$ cat config.mk
export PLATFORM = sky130hd
export DESIGN_NAME = movo_scheduler
export DESIGN_NICKNAME = d
export VERILOG_FILES = /design/src/rtl/movo_pkg.sv /design/src/rtl/movo_step_timer.sv /design/src/rtl/movo_scheduler.sv
export SDC_FILE = /design/constraint.sdc
export NUM_CORES = 1
export LEC_CHECK = 0
export ABC_AREA = 1
export CAP_MARGIN = 40
export CORE_MARGIN = 2
export CORE_UTILIZATION = 48
export CTS_BUF_LIST = sky130_fd_sc_hd__clkbuf_8
export CTS_CLUSTER_SIZE = 28
export DETAILED_ROUTE_END_ITERATION = 10
export GPL_TIMING_DRIVEN = 0
export PLACE_DENSITY = 0.76
export SLEW_MARGIN = 10
export SYNTH_ARGS = -nofsm -noshare
export SYNTH_HDL_FRONTEND = slang
export SYNTH_SLANG_ARGS = --single-unit
$ cat constraint.sdc
create_clock -name clk -period 1.5 [get_ports clk]
set_input_delay 0.3 -clock clk [delete_from_list [all_inputs] [get_ports clk]]
set_output_delay 0.3 -clock clk [all_outputs]
set_load 0.03 [all_outputs]
$ cat src/rtl/movo_pkg.sv
// Shared types, encodings and sizing helpers for the MOVO v2 frame scheduler.
package movo_pkg;

    localparam int FRAME_STEPS = 32;
    localparam int VAL_W       = 16;

    // Counter width that can hold 0..n-1, never narrower than one bit.
    function automatic int cnt_w(input int n);
        return (n <= 2) ? 1 : $clog2(n);
    endfunction

    localparam int FRAME_STEP_W = cnt_w(FRAME_STEPS);

    typedef enum logic [1:0] {
        SRC_NONE  = 2'd0,
        SRC_CTRL  = 2'd1,
        SRC_HOST  = 2'd2,
        SRC_FAULT = 2'd3
    } src_t;

    typedef enum logic [1:0] {
        ST_IDLE  = 2'd0,
        ST_GAP   = 2'd1,
        ST_FRAME = 2'd2
    } state_t;

    typedef struct packed {
        logic signed [VAL_W-1:0] a;
        logic signed [VAL_W-1:0] b;
    } setpoint_t;

endpackage

$ cat src/rtl/movo_step_timer.sv
// BIT_DIV prescaler plus step counter; slot_o marks the last clock of each step slot.
module movo_step_timer
    import movo_pkg::*;
#(
    parameter int BIT_DIV = 4,
    parameter int STEP_W  = 5
) (
    input  logic              clk,
    input  logic              rst,
    input  logic              clear_i,
    output logic              slot_o,
    output logic [STEP_W-1:0] step_o
);

    localparam int DIV_W = cnt_w(BIT_DIV);
    localparam logic [DIV_W-1:0] DIV_LAST = DIV_W'(BIT_DIV - 1);

    logic [DIV_W-1:0]  div_q,  div_d;
    logic [STEP_W-1:0] step_q, step_d;

    assign slot_o = (div_q == DIV_LAST);
    assign step_o = step_q;

    always_comb begin
        div_d  = div_q;
        step_d = step_q;
        if (clear_i) begin
            div_d  = '0;
            step_d = '0;
        end else if (slot_o) begin
            div_d  = '0;
            step_d = step_q + STEP_W'(1);
        end else begin
            div_d  = div_q + DIV_W'(1);
        end
    end

    always_ff @(posedge clk or negedge rst) begin
        if (!rst) begin
            div_q  <= '0;
            step_q <= '0;
        end else begin
            div_q  <= div_d;
            step_q <= step_d;
        end
    end

endmodule

$ cat src/rtl/movo_scheduler.sv
// Frame scheduler and setpoint arbiter for the MOVO v2 serializer: FSM, per-source
// pending registers, commit-time arbitration and the controller watchdog.
module movo_scheduler
    import movo_pkg::*;
#(
    parameter int BIT_DIV     = 4,
    parameter int GAP_STEPS   = 8,
    parameter int WDOG_FRAMES = 16
) (
    input  logic                    clk,
    input  logic                    rst,
    input  logic                    enable,
    input  logic                    fault,
    input  logic                    host_mode,
    input  logic                    ctrl_valid,
    output logic                    ctrl_ready,
    input  logic signed [VAL_W-1:0] ctrl_a,
    input  logic signed [VAL_W-1:0] ctrl_b,
    input  logic                    host_valid,
    output logic                    host_ready,
    input  logic signed [VAL_W-1:0] host_a,
    input  logic signed [VAL_W-1:0] host_b,
    output logic                    ser_en,
    output logic signed [VAL_W-1:0] value_a,
    output logic signed [VAL_W-1:0] value_b,
    output logic                    frame_start,
    output logic                    frame_done,
    output logic [1:0]              src,
    output logic                    stale,
    output logic                    busy
);

    localparam int STEP_W = cnt_w((GAP_STEPS > FRAME_STEPS) ? GAP_STEPS : FRAME_STEPS);
    localparam int WD_W   = cnt_w(WDOG_FRAMES + 1);
    localparam logic [STEP_W-1:0] GAP_LAST   = STEP_W'(GAP_STEPS - 1);
    localparam logic [STEP_W-1:0] FRAME_LAST = STEP_W'(FRAME_STEPS - 1);
    localparam logic [WD_W-1:0]   WD_LIMIT   = WD_W'(WDOG_FRAMES);
    localparam int IDX_CTRL = 0;
    localparam int IDX_HOST = 1;

    state_t            state_q, state_d;
    logic              timer_clear;
    logic              slot;
    logic [STEP_W-1:0] step;
    logic              commit;

    setpoint_t         val_q, val_d;
    src_t              src_q, src_d;
    logic              stale_q, stale_d;
    logic [WD_W-1:0]   wdog_q, wdog_d;
    logic              ser_en_q, frame_start_q, frame_done_q;

    logic [1:0]        pend;
    logic [1:0]        in_valid;
    logic [1:0]        take;
    setpoint_t         in_data [2];
    setpoint_t         held    [2];
    logic              take_ctrl, take_host, flush;

    movo_step_timer #(
        .BIT_DIV (BIT_DIV),
        .STEP_W  (STEP_W)
    ) u_timer (
        .clk     (clk),
        .rst     (rst),
        .clear_i (timer_clear),
        .slot_o  (slot),
        .step_o  (step)
    );

    // Timer is cleared on every state change so each state counts from slot 0.
    always_comb begin
        state_d     = state_q;
        timer_clear = 1'b0;
        commit      = 1'b0;
        unique case (state_q)
            ST_IDLE: begin
                timer_clear = 1'b1;
                if (enable) state_d = ST_GAP;
            end
            ST_GAP: begin
                if (!enable) begin
                    state_d     = ST_IDLE;
                    timer_clear = 1'b1;
                end else if (slot && step == GAP_LAST) begin
                    state_d     = ST_FRAME;
                    timer_clear = 1'b1;
                    commit      = 1'b1;
                end
            end
            ST_FRAME: begin
                if (slot && step == FRAME_LAST) begin
                    state_d     = enable ? ST_GAP : ST_IDLE;
                    timer_clear = 1'b1;
                end
            end
            default: begin
                state_d     = ST_IDLE;
                timer_clear = 1'b1;
            end
        endcase
    end

    assign in_valid[IDX_CTRL] = ctrl_valid;
    assign in_valid[IDX_HOST] = host_valid;
    assign in_data[IDX_CTRL]  = {ctrl_a, ctrl_b};
    assign in_data[IDX_HOST]  = {host_a, host_b};
    assign take[IDX_CTRL]     = take_ctrl | flush;
    assign take[IDX_HOST]     = take_host | flush;

    // One-deep pending slot per source; an accept needs the slot empty, so it
    // can never collide with the consume of the same slot.
    for (genvar gi = 0; gi < 2; gi++) begin : g_pend
        logic      pend_q;
        setpoint_t buf_q;

        always_ff @(posedge clk or negedge rst) begin
            if (!rst) begin
                pend_q <= 1'b0;
                buf_q  <= '0;
            end else if (in_valid[gi] && !pend_q) begin
                pend_q <= 1'b1;
                buf_q  <= in_data[gi];
            end else if (take[gi]) begin
                pend_q <= 1'b0;
            end
        end

        assign pend[gi] = pend_q;
        assign held[gi] = buf_q;
    end

    assign ctrl_ready = ~pend[IDX_CTRL];
    assign host_ready = ~pend[IDX_HOST];

    always_comb begin
        val_d     = val_q;
        src_d     = src_q;
        stale_d   = stale_q;
        wdog_d    = wdog_q;
        take_ctrl = 1'b0;
        take_host = 1'b0;
        flush     = 1'b0;
        if (commit) begin
            if (fault) begin
                val_d = '0;
                src_d = SRC_FAULT;
                flush = 1'b1;
            end else if (host_mode && pend[IDX_HOST]) begin
                val_d     = held[IDX_HOST];
                src_d     = SRC_HOST;
                take_host = 1'b1;
            end else if (!host_mode && pend[IDX_CTRL]) begin
                val_d     = held[IDX_CTRL];
                src_d     = SRC_CTRL;
                take_ctrl = 1'b1;
                wdog_d    = '0;
                stale_d   = 1'b0;
            end else if (!host_mode && WDOG_FRAMES != 0) begin
                // Starved controller frame: count toward the watchdog, saturating.
                if (wdog_q != WD_LIMIT) wdog_d = wdog_q + WD_W'(1);
                if (wdog_d == WD_LIMIT) begin
                    val_d   = '0;
                    stale_d = 1'b1;
                end
            end
        end
    end

    always_ff @(posedge clk or negedge rst) begin
        if (!rst) begin
            state_q       <= ST_IDLE;
            val_q         <= '0;
            src_q         <= SRC_NONE;
            stale_q       <= 1'b0;
            wdog_q        <= '0;
            ser_en_q      <= 1'b0;
            frame_start_q <= 1'b0;
            frame_done_q  <= 1'b0;
        end else begin
            state_q       <= state_d;
            val_q         <= val_d;
            src_q         <= src_d;
            stale_q       <= stale_d;
            wdog_q        <= wdog_d;
            ser_en_q      <= (state_q == ST_FRAME) && slot;
            frame_start_q <= commit;
            frame_done_q  <= (state_q == ST_FRAME) && slot && (step == FRAME_LAST);
        end
    end

    assign ser_en      = ser_en_q;
    assign value_a     = val_q.a;
    assign value_b     = val_q.b;
    assign frame_start = frame_start_q;
    assign frame_done  = frame_done_q;
    assign src         = src_q;
    assign stale       = stale_q;
    assign busy        = (state_q != ST_IDLE);

endmodule

* Yosys cells after proc, flatten, opt, wreduce, memory -nomap -nowiden
Cells that the tools add are included.
Storage, ports and cells: input bits 71, register bits 118, output and inout bits 41, logic and storage cells 110
Operators by class: reductions and logical operators 24, equality and inequality tests 12, $add $sub $neg 3, muxes and demuxes 48, bitwise operators 6
Operators by type and width (count):
- two-way mux 32 bit | 5
- two-way mux 5 bit | 10
- two-way mux 1 bit | 22
- two-way mux 2 bit | 9
- adder 5 x 1 -> 5 bit, second input constant | 2
- == test 5 bit, second input constant | 2
- nonzero test 2 bit | 5
- logical AND 1 bit | 8
- one-hot mux 2 bit (3 select lines) | 1
- AND reduction 3 bit | 2
- == test 5 x 3 -> 1 bit, second input constant | 1
- inequality test 5 bit, second input constant | 1
- AND reduction 5 bit | 1
- == test 2 bit, second input constant | 2
- inequality test 2 bit, second input constant | 2
- inequality test 4 x 2 -> 1 bit, second input constant | 1
- inverter 1 bit | 4
- AND reduction 4 bit | 1
- nonzero test 4 bit | 1
- logical NOT 1 bit | 3
- inequality test 3 bit, second input constant | 1
- nonzero test 3 bit | 1
- adder 2 x 1 -> 2 bit, second input constant | 1
- == test 2 x 1 -> 1 bit, second input constant | 1
- other kinds (5) | 6

* Logic depth before layout (Yosys ltp)
depth after elaboration 13, mapped depth 14, depth with buffers taken out 13

* Cells and area by module
From an unflattened synthesis, not the netlist that was laid out.
Second synthesis, totals: cell total of the unflattened synthesis 575, area, all modules 5242.5 µm²
Modules (own cells, without submodules):
- movo_scheduler | area each 4912.2 µm², seq. area each 2777.7 µm², instances 1, cells each 537
- movo_step_timer | area each 330.3 µm², seq. area each 175.2 µm², instances 1, cells each 38

* Worst setup path after synthesis
Ideal clock, no wire load.
path type flip-flop to flip-flop, from reg u_timer.step_q[0], in the netlist u_timer.step_o[0], to reg state_q[0], path slack -128 ps, arrival time 1532 ps, data required time 1405 ps, clock period less this slack 1628 ps, cell stages (with the launch flop) 10, library setup time 95 ps, buffers on the path 0, cells stage by stage dfrtp_1 ha_1 nand2_1 nor2_1 ha_1 inv_1 o21ai_0 o21ai_0 a21o_1 o31ai_1
On the way: longest elaborated chain between the ends 4, elaborated cells on any way between the ends 7, those cells by class eq/ne: 4; reduce/logical: 3
Ends and longest elaborated chain:
- start: declaration | line movo_step_timer.sv:19 | logic [STEP_W-1:0] step_q, step_d;
- start signal: assignment | line movo_step_timer.sv:44 | step_q <= step_d;
- == test 5 x 3 -> 1 bit / == test 5 bit (equally long branches) | line movo_scheduler.sv:85, movo_scheduler.sv:92
- logical AND 1 bit, on equally long branches | line movo_scheduler.sv:85, movo_scheduler.sv:92
- inequality test 3 bit (no source line) / inequality test 2 bit (equally long branches)
- AND reduction 3 bit (no source line) *
- end signal: assignment | line movo_scheduler.sv:181 | state_q <= state_d;
- end: declaration | line movo_scheduler.sv:41 | state_t state_q, state_d;
Every way passes the cells marked *; elsewhere a longest branch is shown, timed or not. A chain may end at the register's enable or synchronous reset.

* Worst setup path in the final report
from reg wdog_q[1], to reg val_q, in the netlist value_b[3]
On the way: longest elaborated chain between the ends 10, elaborated cells on any way between the ends 11, those cells by class add/sub: 1; eq/ne: 2; mux: 6; reduce/logical: 2
Ends and longest elaborated chain:
- start: declaration | line movo_scheduler.sv:50 | logic [WD_W-1:0] wdog_q, wdog_d;
- start signal: assignment | line movo_scheduler.sv:185 | wdog_q <= wdog_d;
- adder 5 x 1 -> 5 bit / inequality test 5 bit (equally long branches) | line movo_scheduler.sv:161 | if (wdog_q != WD_LIMIT) wdog_d = wdog_q + WD_W'(1);
- two-way mux 5 bit * | line movo_scheduler.sv:161
- two-way mux 5 bit * | line movo_scheduler.sv:159 | end else if (!host_mode && WDOG_FRAMES != 0) begin
- two-way mux 5 bit * | line movo_scheduler.sv:153 | end else if (!host_mode && pend[IDX_CTRL]) begin
- two-way mux 5 bit * | line movo_scheduler.sv:149 | end else if (host_mode && pend[IDX_HOST]) begin
- two-way mux 5 bit * | line movo_scheduler.sv:145 | if (fault) begin
- two-way mux 5 bit * | line movo_scheduler.sv:144 | if (commit) begin
- == test 5 bit * | line movo_scheduler.sv:162 | if (wdog_d == WD_LIMIT) begin
- nonzero test 4 bit (no source line) *
- AND reduction 3 bit (no source line) *
- end signal: assignment | line movo_scheduler.sv:182 | val_q <= val_d;
- end: declaration | line movo_scheduler.sv:47 | setpoint_t val_q, val_d;
Every way passes the cells marked *; elsewhere a longest branch is shown, timed or not. The select of a mux whose other input is x is not followed.

==> impl_metrics.prom <==
# TYPE chip_impl_metric gauge
chip_impl_metric{name="yosysSeqAreaShare",unit=""} 0.5582
chip_impl_metric{name="placedInstanceArea",unit="um2"} 6624
chip_impl_metric{name="drt-wirelength-per-cell",unit="um"} 16.36
chip_impl_metric{name="synthesis.yosys.warnings",unit=""} 0
chip_impl_metric{name="number_of_vias_after_detailed_routing",unit=""} 4619
chip_impl_info{name="unrepaired_setup_endpoints_after_global_routing",value="true"} 1
chip_impl_metric{name="total_global_routing_track_utilization",unit=""} 0.2368
chip_impl_metric{name="detail_route.drc_violations",unit=""} 0
chip_impl_metric{name="cts.htree.levels",unit=""} 4
chip_impl_info{name="violations",value="negative setup slack"} 1
chip_impl_metric{name="synth_area",unit="um2"} 5290
chip_impl_metric{name="relSlewSlack",unit=""} 0.6223
chip_impl_metric{name="die_w",unit="um"} 109.0
chip_impl_metric{name="cts.clk_slew.worst_paths",unit="ns"} 0.07
chip_impl_metric{name="ff_latch_area",unit="um2"} 2955
chip_impl_metric{name="report.final.setup_viol",unit=""} 52
chip_impl_metric{name="worst_slack",unit="ns"} -0.3282
chip_impl_info{name="critPathMostFrequentCell",value="nand2_2"} 1
chip_impl_metric{name="cts_buffer_depth",unit=""} 2
chip_impl_metric{name="hold_viol_final",unit=""} 0
chip_impl_metric{name="avgSynthCellArea",unit="um2"} 9.363
chip_impl_metric{name="fp.coreArea",unit="um2"} 10790
chip_impl_info{name="tritoncts_clock_tree",value="built"} 1
chip_impl_metric{name="synth.lib_cells_used.distinct",unit=""} 30
chip_impl_metric{name="synth-edff-count",unit=""} 0
chip_impl_info{name="endpoint_kind",value="register"} 1
chip_impl_metric{name="synthesis_to_layout_area_growth",unit="%"} 43.59
chip_impl_metric{name="first_pass_iters",unit=""} 4
chip_impl_metric{name="drt_iter0_markers",unit=""} 202
chip_impl_metric{name="critPathBufInv",unit=""} 3
chip_impl_metric{name="rrSetupSlack",unit="ns"} -0.33
chip_impl_info{name="critical-path-slowest-cell",value="dfrtp_2"} 1
chip_impl_info{name="timing.rr.end",value="value_b[3]"} 1
chip_impl_metric{name="die-height",unit="um"} 109.0
chip_impl_metric{name="via_per_inst",unit=""} 5.255
chip_impl_info{name="crit_chain",value="inv_2 > ha_4 > nand2_2 > inv_2 > nand2_4 > a21oi_2 > nand3_1 > nand2_2 > nand2_4 > nand2_8 > clkbuf_16 > nand2_2 > nand2_1"} 1
chip_impl_info{name="hp-class",value="primary input to asynchronous set/reset pin"} 1
chip_impl_metric{name="cts_num_sinks",unit=""} 118
chip_impl_metric{name="worst_ep_arrival_time",unit="ns"} 2.19
chip_impl_metric{name="dp_hpwl",unit="um"} 9029
chip_impl_metric{name="synth-seq-cells",unit=""} 118
chip_impl_metric{name="num-fill-cells",unit=""} 776
chip_impl_metric{name="io_pins",unit=""} 112
chip_impl_info{name="final_common_cell",value="dfrtp_1"} 1
chip_impl_metric{name="initial_core_util",unit=""} 0.4901
chip_impl_metric{name="global_route.overflow_total",unit=""} 0
chip_impl_metric{name="grt_antenna_before_repair",unit=""} 0
chip_impl_metric{name="syn-num-nets",unit=""} 645
chip_impl_metric{name="synth-async-reset-ratio",unit=""} 1.000
chip_impl_info{name="reg2reg_from",value="wdog_q[1]"} 1
chip_impl_metric{name="layout_worst_path_cycle_share",unit=""} 1.219
chip_impl_info{name="path_delay_family",value="simple AND/OR/NAND/NOR gates"} 1
chip_impl_metric{name="timing.reg2reg.worst_path_depth",unit=""} 13
chip_impl_metric{name="first_global_vias",unit=""} 4483
chip_impl_metric{name="vdd_ir_drop_max",unit="mV"} 0.6224
chip_impl_metric{name="leakagePower",unit="nW"} 3.834
chip_impl_metric{name="post_route_cells_drive_above_1_share",unit=""} 0.3072
chip_impl_info{name="worst_setup_path_start_kind",value="register"} 1
chip_impl_metric{name="multi_input_comb_area",unit="um2"} 2292
chip_impl_metric{name="critPathRequiredTime",unit="ns"} 1.86
chip_impl_metric{name="placer_s_final_routability_congestion_estimate",unit=""} 0.8018
chip_impl_info{name="path_class",value="register to register"} 1
chip_impl_metric{name="cts_made_buffers",unit=""} 17
chip_impl_info{name="run_status",value="finished, violations left"} 1
chip_impl_metric{name="worst-slew-pin-transition",unit="ns"} 0.5665
chip_impl_metric{name="stdcell_area",unit="um2"} 7596
chip_impl_info{name="layout_common_cells",value="dfrtp_1 (116), nand3_1 (69), clkdlybuf4s50_1 (69)"} 1
chip_impl_metric{name="clock_skew",unit="ns"} 0.008268
chip_impl_metric{name="clock.fmax",unit="MHz"} 547.0
chip_impl_metric{name="synth_cells",unit=""} 565
chip_impl_metric{name="fin_nets",unit=""} 806
chip_impl_metric{name="insertedDiodeCount",unit=""} 0
chip_impl_metric{name="final-max-slew-violation-count",unit=""} 0
chip_impl_metric{name="cpPeakStageDelay",unit="ns"} 0.46
chip_impl_metric{name="max-cap-violations",unit=""} 0
chip_impl_metric{name="grt_max_degree",unit=""} 77
chip_impl_metric{name="worstSetupPathDepth",unit=""} 13
chip_impl_metric{name="rows",unit=""} 38
chip_impl_metric{name="worstSkewPairLatency",unit="ns"} 0.43
chip_impl_metric{name="port-buffer-count",unit=""} 111
chip_impl_metric{name="ant_nets",unit=""} 0
chip_impl_metric{name="period_minus_slack",unit="ns"} 1.828
chip_impl_metric{name="worst-path-max-fanout",unit=""} 7
chip_impl_metric{name="routed_wl",unit="um"} 14380
chip_impl_metric{name="final.setup.tns",unit="ns"} -12.45
chip_impl_metric{name="wire_length_of_the_first_global_routing_pass",unit="um"} 21330
chip_impl_metric{name="power.density_cell_area",unit="nW/um2"} 1014
chip_impl_metric{name="die_area",unit="um2"} 11880
chip_impl_info{name="cts_root_buffer",value="clkbuf_8"} 1
chip_impl_info{name="synth_top_flop_cell",value="dfrtp_1"} 1
## routing by layer
metal,up-vias,wire (um),track usage
li1,2168,-,-
met1,2289,5681,0.2839
met2,141,7652,0.4139
met3,21,849,0.06515
met4,0,195,0.07326
met5,-,0,0
## state kept, by name, indices dropped and copies added, names as in the netlist
register,cells
frame_start,1
frame_done,1
src,2
value_a,16
value_b,16
state_q,2
u_timer.step_o,5
stale,1
g_pend.buf_q,64
ser_en,1
u_timer.div_q,2
wdog_q,5
g_pend.pend_q,2
## worst register-to-register path: stages, from the launching register on
cell and delay [ns]:
dfrtp_2 0.46, inv_2 0.09, ha_4 0.13, nand2_2 0.05, inv_2 0.08, nand2_4 0.07
a21oi_2 0.16, nand3_1 0.11, nand2_2 0.11, nand2_4 0.11, nand2_8 0.14, clkbuf_16 0.16
nand2_2 0.04, nand2_1 0.07
## kinds of logic after synthesis
logic type	Yosys count	share of synthesized area
muxes	32	0.06812
buffers and inverters	90	0.07308
xor gates and xnor gates	2	0.003312
adders and majority gates	9	0.02129
DFF	118	0.5582
and+or+nand+nor	231	0.1961
AOI/OAI and AO/OA	83	0.07994
## cell usage after synthesis, types with 3 or more instances
cell type	instances	share of area
buf_1	5	0.0035
a21oi_1	38	0.036
ha_1	9	0.021
nand2_1	101	0.072
mux2_2	32	0.068
nand3_1	73	0.069
o21ai_0	41	0.039
inv_2	7	0.0050
buf_6	3	0.0064
nand4_1	4	0.0047
nor2_1	42	0.030
inv_1	51	0.036
clkbuf_1	11	0.0078
dfrtp_1	118	0.56
buf_2	10	0.0095
## worst max path at each step
stage / end / startpoint
floorplan: value_a[0] / u_timer.div_q[0]
global placement: g_pend[1].buf_q[10] / rst
detailed placement: value_b[14] / host_mode
CTS: value_b[4] / wdog_q[0]
global route: value_a[9] / wdog_q[1]
finish: value_b[3] / wdog_q[1]
## repair_timing
action	CTS	global route
cloned	1	2
buffers inserted	15	14
setup endpoints to repair	129	120
hold buffers	1	0
pin swaps	3	26
gates resized for setup	126	116
hold endpoints to repair	42	0
## area by class of cell
class / count / share of cell area
sequential: 118 / 0.3891
multi-input combinational: 357 / 0.3018
timing repair buffer: 143 / 0.1777
inverter: 60 / 0.03278
clock buffer: 18 / 0.03261
buffer: 29 / 0.02734
tap: 140 / 0.02306
clock inverter: 14 / 0.01565
## stage by stage
stage | utilization | std cells | power (W) | setup WS [ns] | hold slack (ns)
global placement | 0.6111 | 816 | 0.004665 | -4.233 | 0.4269
CTS | 0.6698 | 866 | 0.007469 | -0.2217 | 0.3600
finish | 0.7038 | 879 | 0.007703 | -0.3282 | 0.3610
floorplan | - | 565 | 0.004249 | -0.06427 | 0.004409
global route | 0.7038 | 879 | 0.008065 | -0.4152 | 0.3882
detailed placement | 0.6137 | 817 | 0.004736 | -0.5996 | 0.2493
## power by group
part	switching, W	internal (W)	total, W
logic	0.000772	0.000599	0.00137
clock network	0.00124	0.00147	0.00271
registers	0.000116	0.00350	0.00362
total	0.00213	0.00558	0.00770
(Power assumes the default switching activity.)
